<file path="config.mk">
export PLATFORM = sky130hd
export DESIGN_NAME = seg7_scan_decoder
export DESIGN_NICKNAME = d
export VERILOG_FILES = /design/src/rtl/seg7_pkg.sv /design/src/rtl/seg7_pattern_decode.sv /design/src/rtl/seg7_scan_decoder.sv
export SDC_FILE = /design/constraint.sdc
export NUM_CORES = 1
export LEC_CHECK = 0
export ABC_AREA = 1
export BUFFER_PORTS_ARGS = -buffer_cell sky130_fd_sc_hd__buf_2
export CAP_MARGIN = 10
export CORE_ASPECT_RATIO = 1.25
export CORE_UTILIZATION = 38
export DETAILED_ROUTE_END_ITERATION = 16
export PLACE_DENSITY = 0.65
export SYNTH_ARGS = -nofsm -noshare
export SYNTH_HDL_FRONTEND = slang
export SYNTH_SLANG_ARGS = --single-unit
</file>
<file path="constraint.sdc">
create_clock -name clk_i -period 2.4 [get_ports clk_i]
set_clock_uncertainty 0.15 [all_clocks]
set_input_delay 0.12 -clock clk_i [delete_from_list [all_inputs] [get_ports clk_i]]
set_output_delay 0.12 -clock clk_i [all_outputs]
set_load 0.02 [all_outputs]
</file>
<file path="src/rtl/seg7_pkg.sv">
// Shared seven-segment definitions: pattern type, hex encoder table and
// the scan-decoder state encoding.
package seg7_pkg;

   typedef logic [6:0] seg_pattern_t;

   localparam seg_pattern_t SEG_BLANK = 7'h7F;

   // Active-low {A..G} patterns for hex digits 0..F, same table as the encoder.
   localparam seg_pattern_t HEX_PATTERNS [16] = '{
      7'h40, 7'h79, 7'h24, 7'h30, 7'h19, 7'h12, 7'h02, 7'h78,
      7'h00, 7'h10, 7'h08, 7'h03, 7'h46, 7'h21, 7'h06, 7'h0E
   };

   typedef enum logic [1:0] {
      EMPTY  = 2'd0,
      FILL   = 2'd1,
      COMMIT = 2'd2
   } state_e;

   typedef struct packed {
      logic [3:0]   an;
      seg_pattern_t seg;
   } scan_sample_t;

   // True when exactly one active-low anode is driven.
   function automatic logic single_low(input logic [3:0] an);
      logic [3:0] act;
      act = ~an;
      return (act != 4'h0) && ((act & (act - 4'd1)) == 4'h0);
   endfunction

   function automatic logic [1:0] low_index(input logic [3:0] an);
      logic [1:0] idx;
      if (!an[0])      idx = 2'd0;
      else if (!an[1]) idx = 2'd1;
      else if (!an[2]) idx = 2'd2;
      else             idx = 2'd3;
      return idx;
   endfunction

endpackage

</file>
<file path="src/rtl/seg7_pattern_decode.sv">
// Combinational inverse of the hex encoder table: segment pattern to
// {known, blank, nibble}. Unknown patterns report nibble 0.
module seg7_pattern_decode
   import seg7_pkg::*;
(
   input  logic [6:0] pattern_i,
   output logic       known_o,
   output logic       blank_o,
   output logic [3:0] nibble_o
);

   logic [15:0] hit;

   generate
      for (genvar gi = 0; gi < 16; gi++) begin : g_match
         assign hit[gi] = (pattern_i == HEX_PATTERNS[gi]);
      end
   endgenerate

   always_comb begin
      nibble_o = 4'h0;
      for (int i = 0; i < 16; i++) begin
         if (hit[i]) nibble_o = 4'(i);
      end
      blank_o = (pattern_i == SEG_BLANK);
      known_o = blank_o || (hit != 16'h0000);
   end

endmodule

</file>
<file path="src/rtl/seg7_scan_decoder.sv">
// Reconstructs the 16-bit hex value shown on a multiplexed 4-digit 7-seg bus.
// Optional feature macro: SEG7_SCAN_ERR_EN (unknown patterns flagged, not captured).
module seg7_scan_decoder
   import seg7_pkg::*;
#(
   parameter int STABLE_CYCLES  = 4,
   parameter int TIMEOUT_CYCLES = 1048576
) (
   input  logic        clk_i,
   input  logic        rst_ni,
   input  logic [3:0]  an_i,
   input  logic [6:0]  seg_i,
   output logic [15:0] value_o,
   output logic        valid_o,
   output logic        update_o,
   output logic [3:0]  blank_o,
   output logic [3:0]  error_o
);

   localparam int STAB_W = $clog2(STABLE_CYCLES + 1);
   localparam int TO_W   = $clog2(TIMEOUT_CYCLES + 1);
   localparam logic [STAB_W-1:0] STAB_MAX = STAB_W'(STABLE_CYCLES);
   localparam logic [TO_W-1:0]   TO_MAX   = TO_W'(TIMEOUT_CYCLES);

   scan_sample_t      smp_reg, prev_reg;
   logic [STAB_W-1:0] stab_cnt_reg, stab_cnt_next;
   logic              done_reg, done_next;
   logic [TO_W-1:0]   to_cnt_reg, to_cnt_next;
   state_e            state_reg, state_next;
   logic [3:0]        mask_reg, mask_next;
   logic [3:0]        shadow_nib_reg [4];
   logic              shadow_blank_reg [4];
   logic [15:0]       shadow_val;
   logic [3:0]        shadow_blank;
   logic [15:0]       value_reg;
   logic [3:0]        blank_reg;
   logic              valid_reg, valid_next;
   logic              update_reg;

   logic              sel, changed, capture, cap_ok;
   logic [1:0]        cap_idx;
   logic [3:0]        digit_sel;
   logic              dec_known, dec_blank;
   logic [3:0]        dec_nibble, cap_nibble;
   logic              commit_en, flush_en;

   // Input stage: every decision below is made on the registered sample.
   always_ff @(posedge clk_i or negedge rst_ni) begin
      if (!rst_ni) begin
         smp_reg  <= '{an: 4'hF, seg: SEG_BLANK};
         prev_reg <= '{an: 4'hF, seg: SEG_BLANK};
      end else begin
         smp_reg  <= '{an: an_i, seg: seg_i};
         prev_reg <= smp_reg;
      end
   end

   assign sel     = single_low(smp_reg.an);
   assign cap_idx = low_index(smp_reg.an);
   assign changed = (smp_reg != prev_reg);

   always_comb begin
      stab_cnt_next = stab_cnt_reg;
      if (!sel)                      stab_cnt_next = '0;
      else if (changed)              stab_cnt_next = STAB_W'(1);
      else if (stab_cnt_reg < STAB_MAX) stab_cnt_next = stab_cnt_reg + STAB_W'(1);
   end

   // One capture per dwell: done blocks re-firing until the sample moves.
   assign capture = sel && !done_reg && (stab_cnt_next == STAB_MAX);

   always_comb begin
      done_next = done_reg;
      if (!sel || changed) done_next = 1'b0;
      else if (capture)    done_next = 1'b1;
   end

   always_comb begin
      to_cnt_next = to_cnt_reg;
      if (capture)                  to_cnt_next = '0;
      else if (to_cnt_reg < TO_MAX) to_cnt_next = to_cnt_reg + TO_W'(1);
   end

   always_ff @(posedge clk_i or negedge rst_ni) begin
      if (!rst_ni) begin
         stab_cnt_reg <= '0;
         done_reg     <= 1'b0;
         to_cnt_reg   <= '0;
      end else begin
         stab_cnt_reg <= stab_cnt_next;
         done_reg     <= done_next;
         to_cnt_reg   <= to_cnt_next;
      end
   end

   seg7_pattern_decode u_decode (
      .pattern_i (smp_reg.seg),
      .known_o   (dec_known),
      .blank_o   (dec_blank),
      .nibble_o  (dec_nibble)
   );

   assign cap_nibble = dec_known ? dec_nibble : 4'h0;

`ifdef SEG7_SCAN_ERR_EN
   logic       cap_err;
   logic [3:0] error_reg, error_next;
   assign cap_ok  = capture && dec_known;
   assign cap_err = capture && !dec_known;
`else
   assign cap_ok  = capture;
`endif

   generate
      for (genvar gi = 0; gi < 4; gi++) begin : g_digit
         assign digit_sel[gi] = (cap_idx == 2'(gi));
         assign mask_next[gi] = (cap_ok && digit_sel[gi]) ||
                                (mask_reg[gi] && !commit_en && !flush_en);
         assign shadow_val[4*gi +: 4] = shadow_nib_reg[gi];
         assign shadow_blank[gi]      = shadow_blank_reg[gi];

         always_ff @(posedge clk_i or negedge rst_ni) begin
            if (!rst_ni) begin
               shadow_nib_reg[gi]   <= 4'h0;
               shadow_blank_reg[gi] <= 1'b0;
            end else if (cap_ok && digit_sel[gi]) begin
               shadow_nib_reg[gi]   <= cap_nibble;
               shadow_blank_reg[gi] <= dec_blank;
            end
         end
`ifdef SEG7_SCAN_ERR_EN
         assign error_next[gi] = (cap_err && digit_sel[gi]) ||
                                 (error_reg[gi] && !commit_en);
`endif
      end
   endgenerate

`ifdef SEG7_SCAN_ERR_EN
   always_ff @(posedge clk_i or negedge rst_ni) begin
      if (!rst_ni) error_reg <= 4'h0;
      else         error_reg <= error_next;
   end
   assign error_o = error_reg;
`else
   assign error_o = 4'h0;
`endif

   // FSM: state register
   always_ff @(posedge clk_i or negedge rst_ni) begin
      if (!rst_ni) state_reg <= EMPTY;
      else         state_reg <= state_next;
   end

   // FSM: next state
   always_comb begin
      state_next = state_reg;
      case (state_reg)
         EMPTY:   if (capture) state_next = FILL;
         FILL: begin
            if (flush_en)              state_next = EMPTY;
            else if (mask_reg == 4'hF) state_next = COMMIT;
         end
         COMMIT:  state_next = FILL;
         default: state_next = EMPTY;
      endcase
   end

   // FSM: outputs. A capture always restarts the timeout, so a flush
   // can never land on the same cycle as a capture or a commit.
   always_comb begin
      commit_en = (state_reg == COMMIT);
      flush_en  = (state_reg != COMMIT) && (to_cnt_reg == TO_MAX) && !capture;
      valid_next = valid_reg;
      if (commit_en)     valid_next = 1'b1;
      else if (flush_en) valid_next = 1'b0;
   end

   always_ff @(posedge clk_i or negedge rst_ni) begin
      if (!rst_ni) begin
         mask_reg   <= 4'h0;
         value_reg  <= 16'h0000;
         blank_reg  <= 4'h0;
         valid_reg  <= 1'b0;
         update_reg <= 1'b0;
      end else begin
         mask_reg   <= mask_next;
         valid_reg  <= valid_next;
         update_reg <= commit_en;
         if (commit_en) begin
            value_reg <= shadow_val;
            blank_reg <= shadow_blank;
         end
      end
   end

   assign value_o  = value_reg;
   assign blank_o  = blank_reg;
   assign valid_o  = valid_reg;
   assign update_o = update_reg;

endmodule

</file>
**Yosys cells after proc, flatten, opt, wreduce, memory -nomap -nowiden**

Index checks and enable logic that the tools add are counted.

- Register bits: 95
- Input port bits: 13
- Output and inout bits: 26
- Logic and storage cells: 126

- Add/subtract/negate cells: 3
- $lt $le $gt $ge: 2
- Eq/ne operators: 28
- Multiplexer cells: 32
- Bitwise gates (word level): 2
- Reduce and logical (&&, ||, !) cells: 38

Operator list:

| operator | number |
|---|---|
| 21-bit two-way mux | 2 |
| 4-bit two-way mux | 9 |
| 7-bit == test (second input constant) | 5 |
| 21-bit by 1-bit adder with 21-bit output (second input constant) | 1 |
| 21-bit == test (second input constant) | 1 |
| 7-bit by 5-bit == test with 1-bit output (second input constant) | 3 |
| 7-bit by 6-bit == test with 1-bit output (second input constant) | 3 |
| 21-bit less-than comparator (second input constant) | 1 |
| 3-bit two-way mux | 7 |
| 1-bit logical AND | 17 |
| 16-bit nonzero test | 1 |
| 7-bit by 2-bit == test with 1-bit output (second input constant) | 2 |
| 7-bit by 4-bit == test with 1-bit output (second input constant) | 2 |
| 2-bit two-way mux | 7 |
| 11-bit inequality test | 1 |
| 7-bit by 3-bit == test with 1-bit output (second input constant) | 1 |
| 7-bit zero test | 1 |
| 2-bit == test (second input constant) | 3 |
| 1-bit logical OR | 6 |
| 1-bit two-way mux | 6 |
| 2-bit case mux with 3 select lines | 1 |
| 2-bit nonzero test | 3 |
| 1-bit zero test | 5 |
| 4-bit bitwise AND | 1 |
| 13 further kinds | 16 |

**Longest topological paths before layout**

- Word-level depth: 17
- Depth in mapped cells: 13

**Cells and area by module**

A second synthesis with hierarchy kept.

- Cell total of the unflattened synthesis: 542
- Area, all modules: 4526.8 sq um

Modules (own cells, without submodules):

| module | instances | cells an instance | area an instance (sq um) |
|---|---|---|---|
| seg7_scan_decoder | 1 | 478 | 4225.3 |
| seg7_pattern_decode | 1 | 64 | 301.5 |

**Worst setup path after synthesis**

Ideal clock, no wire load.

- Path type: register to register
- Start: register smp_reg[2] (netlist bit)
- End: register shadow_nib_reg[10] (netlist bit)
- Data arrival time: 1701 ps
- Slack: 415 ps
- Cell stages (with the launch flop): 12
- Clock period less this slack: 1985 ps
- Cells stage by stage: dfstp_2 -> buf_2 -> inv_1 -> nand2_1 -> nand4_1 -> nor2_2 -> nand4_4 -> nor2_4 -> buf_6 -> nand3_4 -> nand2_1 -> o21ai_1

- Cells in the longest elaborated chain, start to end: 14
- Elaborated cells between the ends (all ways): 38
- Those cells by class: 18 x eq/ne; 15 x mux; 5 x reduce/logical

RTL lines:

| what | RTL line | RTL |
|---|---|---|
| from (decl) | seg7_scan_decoder.sv:25 | `scan_sample_t smp_reg, prev_reg;` |
| from (signal assigned) | seg7_scan_decoder.sv:50 | `smp_reg <= '{an: 4'hF, seg: SEG_BLANK};` |
| from (signal assigned) | seg7_scan_decoder.sv:53 | `smp_reg <= '{an: an_i, seg: seg_i};` |
| 7-bit by 5-bit == test with 1-bit output | seg7_pattern_decode.sv:16 | `assign hit[gi] = (pattern_i == HEX_PATTERNS[gi]);` |
| 3-bit two-way mux (4 in series) | seg7_pattern_decode.sv:23 | `if (hit[i]) nibble_o = 4'(i);` |
| 4-bit two-way mux (8 in series) | seg7_pattern_decode.sv:23 |  |
| 4-bit two-way mux | seg7_scan_decoder.sv:103 | `assign cap_nibble = dec_known ? dec_nibble : 4'h0;` |
| to (signal, indexed assignment) | seg7_scan_decoder.sv:127 | `shadow_nib_reg[gi] <= cap_nibble;` |
| to (decl) | seg7_scan_decoder.sv:31 | `logic [3:0] shadow_nib_reg [4];` |

Several ways; a longest one is shown, not always the timed one.
A chain may end at the register's enable or synchronous reset.

**Final worst setup path**

- Start: register smp_reg[0] (netlist bit)
- End: register to_cnt_reg[12]

- Cells in the longest elaborated chain, start to end: 6
- Elaborated cells between the ends (all ways): 7
- Those cells by class: 2 x eq/ne; 3 x mux; 2 x reduce/logical

RTL lines:

| what | RTL line | RTL |
|---|---|---|
| 11-bit inequality test (*) | seg7_scan_decoder.sv:60 | `assign changed = (smp_reg != prev_reg);` |
| 3-bit two-way mux (*) | seg7_scan_decoder.sv:65 | `else if (changed) stab_cnt_next = STAB_W'(1);` |
| 3-bit two-way mux (*) | seg7_scan_decoder.sv:64 | `if (!sel) stab_cnt_next = '0;` |
| 3-bit == test (*) | seg7_scan_decoder.sv:70 | `assign capture = sel && !done_reg && (stab_cnt_next == STAB_MAX);` |
| 1-bit logical AND (*) | seg7_scan_decoder.sv:70 |  |
| 21-bit two-way mux or 2-bit nonzero test (tied branches) | - |  |
| to (signal assigned) | seg7_scan_decoder.sv:92 | `to_cnt_reg <= to_cnt_next;` |
| to (decl) | seg7_scan_decoder.sv:28 | `logic [TO_W-1:0] to_cnt_reg, to_cnt_next;` |

Mark *: on every way between the ends. The rest lies on a longest branch, timed or not.

==> impl_metrics.json <==
{
  "status": "complete, no violations",
  "max_stage_delay_ps": 570,
  "cp.arrival_ps": 2300,
  "final_hold_viol_count": 0,
  "yosysSeqAreaShare": 0.545,
  "cp_slowest_cell": "dfstp_2",
  "power_density_mw_per_mm2": 626,
  "vias": 3532,
  "rr_worst_depth": 12,
  "critical_path_buf_inv_count": 3,
  "syn_inst": 529,
  "seq_area_mm2": 0.00240,
  "clockRootBuffer": "clkbuf_16",
  "crit_chain": "inv_1 -> nand2_1 -> nand2_1 -> nor2_1 -> nand2_1 -> nor2_4 -> nand4_4 -> nor2_4 -> buf_4 -> inv_1 -> o21ai_0 -> a21oi_1",
  "grt_pass1_vias": 3359,
  "crit_path_end_kind": "register",
  "cts-buffers-inserted": 9,
  "r2r-start": "smp_reg[0]",
  "grt_pass1_wl_um": 15000,
  "synth-edff-count": 0,
  "rows": 43,
  "crit_start": "smp_reg[0]",
  "die_area_mm2": 0.0121,
  "clkTransAtPathRegs_ps": 60,
  "synth_area_mm2": 0.00441,
  "wl_um": 8940,
  "grtUsageTotal": 0.158,
  "crit_fanout": 15,
  "clock_sinks": 95,
  "finalPower_mw": 3.25,
  "grt_max_degree": 51,
  "gp_congestion": 0.863,
  "drtPass1Iterations": 6,
  "fin_nets": 604,
  "fillers": 1075,
  "cts_max_path_buffers": 2,
  "wire_per_inst_um": 12.3,
  "clk_latency_ps": 340,
  "hold_class": "input pin to asynchronous set/reset pin",
  "fin_setup_tns_ps": 0,
  "ys_top_cells_by_area": "dfrtp_1, nand2_1, dfstp_2",
  "ir_drop_v": 0.000402,
  "dr.first_iter.drc_count": 198,
  "antenna_found_initial": 0,
  "r2r-end": "to_cnt_reg[12]",
  "drive_gt1_frac": 0.165,
  "cpMostUsedCell": "nand2_1",
  "crit_required_ps": 2480,
  "viasPerCell": 4.85,
  "cts_max_level": 3,
  "largest_reg_flops": 21,
  "post-dp-hpwl_um": 6450,
  "finalSetupViolations": 0,
  "fp.coreArea_mm2": 0.0112,
  "yosys_warnings": 0,
  "worst_slew_pin_slew_ps": 649,
  "dieHeight_um": 123,
  "drc": 0,
  "criticalPathCategory": "register to register",
  "start_util": 0.394,
  "synthArstFlopShare": 1.00,
  "cap_violations": 0,
  "relSlewSlack": 0.568,
  "fin_crit_sh": 0.926,
  "syn_avg_cell_area_um2": 8.34,
  "crit_path_start_kind": "register",
  "synth_cell_types": 37,
  "multi_input_area_mm2": 0.00167,
  "ys_ff_latch": 95,
  "slew_viol_final": 0,
  "rsz0062_at_grt": "no",
  "ant_nets": 0,
  "period_minus_slack_ps": 2220,
  "cts_tree": "done",
  "cellLeakagePower_nw": 2.71,
  "io_pins": 39,
  "postCtsResizedCells": 0,
  "crit_family": "simple AND/OR/NAND/NOR gates",
  "overflow": 0,
  "synth_ff_type": "dfrtp_1",
  "diodes": 0,
  "yosys.area.top_type": "dfrtp_1",
  "r2r_slack_ps": 180,
  "fp.dieW_um": 98.4,
  "syn2layout_area_growth_pct": 17.5,
  "fmax_mhz": 450,
  "port_buffers": 34,
  "yosysTopAreaCellShare": 0.414
}
[kinds of logic (layout without fill, tap and decap cells)]
family	Yosys count	count (layout)	share of synthesized area
compound gates	34	34	0.0420
xor+xnor	8	8	0.0159
fa+ha+maj	3	3	0.00850
buf+inv	84	145	0.0802
flops	95	95	0.545
other cells	1	4	0.000850
simple gates	304	304	0.308
[final cells by class]
class,instances,area share
Clock buffer,10,0.0441
Clock inverter,6,0.0130
Inverter,71,0.0514
Multi-Input combinational cell,353,0.321
Sequential cell,95,0.464
Tap cell,135,0.0326
Timing Repair Buffer,58,0.0738
[stage by stage]
stage,worst slack (ps),instance area [um2],cells,hold slack (ps),utilization
floorplan,415,4430,532,-326,-
detailed placement,120,4750,698,47.0,0.425
CTS,110,5170,726,232,0.462
global placement,154,4750,698,41.5,0.425
global route,2.92,5190,728,254,0.463
finish,178,5190,728,208,0.463
[power breakdown]
group	total (mW)	leakage (nW)	switching, mW	internal [mW]
Clock	1.43	0.139	0.612	0.813
Sequential	1.66	1.24	0.0248	1.64
Combinational	0.158	1.34	0.104	0.0537
[layout by cell type (no fill, tap or decap), types with 2 or more instances in the layout]
master	count
ha_1	3
nand2_1	169
xor2_1	2
nand4_1	25
o21ai_1	8
nand3_1	30
nor4_1	3
nor2_2	2
nor2_1	44
inv_2	5
clkbuf_16	9
nor2_4	3
a31oi_1	2
xnor2_1	6
a21oi_1	7
inv_1	65
o21ai_0	12
dlygate4sd3_1	12
buf_2	33
buf_4	13
dfrtp_1	73
dfstp_2	22
clkinvlp_4	2
conb_1	4
nor3_1	19
and2_1	3
inv_6	2
[layer usage]
layer	part of all wire	wire length, um	track usage
met2	0.48	4250	0.258
met3	0.029	256	0.0382
met4	0.023	204	0.0681
met1	0.47	4230	0.201
met5	0	0	0
[what timing repair did]
| item | in CTS | in global routing |
|---|---|---|
| hold buffers | 12 | 0 |
| buffers inserted | 0 | 2 |
| endpoints found under the setup margin | 0 | 7 |
| endpoints found under the hold margin | 50 | 0 |
[worst register-to-register path, cell delays in order (launching register included)]
cell and delay, ps:
dfstp_2 570, inv_1 70, nand2_1 60, nand2_1 50, nor2_1 110, nand2_1 120
nor2_4 140, nand4_4 140, nor2_4 210, buf_4 240, inv_1 110, o21ai_0 80
a21oi_1 50
[how the worst max path moves through the flow]
stage | to | slack (ps) | cells after the start
after floorplan | shadow_nib_reg[10] | 420 | 11
after global placement | to_cnt_reg[12] | 150 | 12
after detailed placement | to_cnt_reg[12] | 120 | 12
after CTS | to_cnt_reg[12] | 110 | 12
after global routing | to_cnt_reg[12] | 3 | 10
final | to_cnt_reg[12] | 180 | 12
[synth_stat cells, types with 2 or more instances]
| cell | instances |
|---|---|
| nand2_1 | 169 |
| nor2_2 | 2 |
| xnor2_1 | 6 |
| dfrtp_1 | 73 |
| and2_1 | 3 |
| ha_1 | 3 |
| clkbuf_1 | 3 |
| nand3_1 | 30 |
| dfstp_2 | 22 |
| inv_2 | 5 |
| o21ai_1 | 8 |
| o21ai_0 | 12 |
| nand4_1 | 25 |
| nor2_1 | 44 |
| a31oi_1 | 2 |
| inv_1 | 65 |
| nor3_1 | 19 |
| nor2_4 | 3 |
| a21oi_1 | 7 |
| buf_4 | 8 |
| nor4_1 | 3 |
| xor2_1 | 2 |
Note: power is estimated with default switching activity, not from simulation.
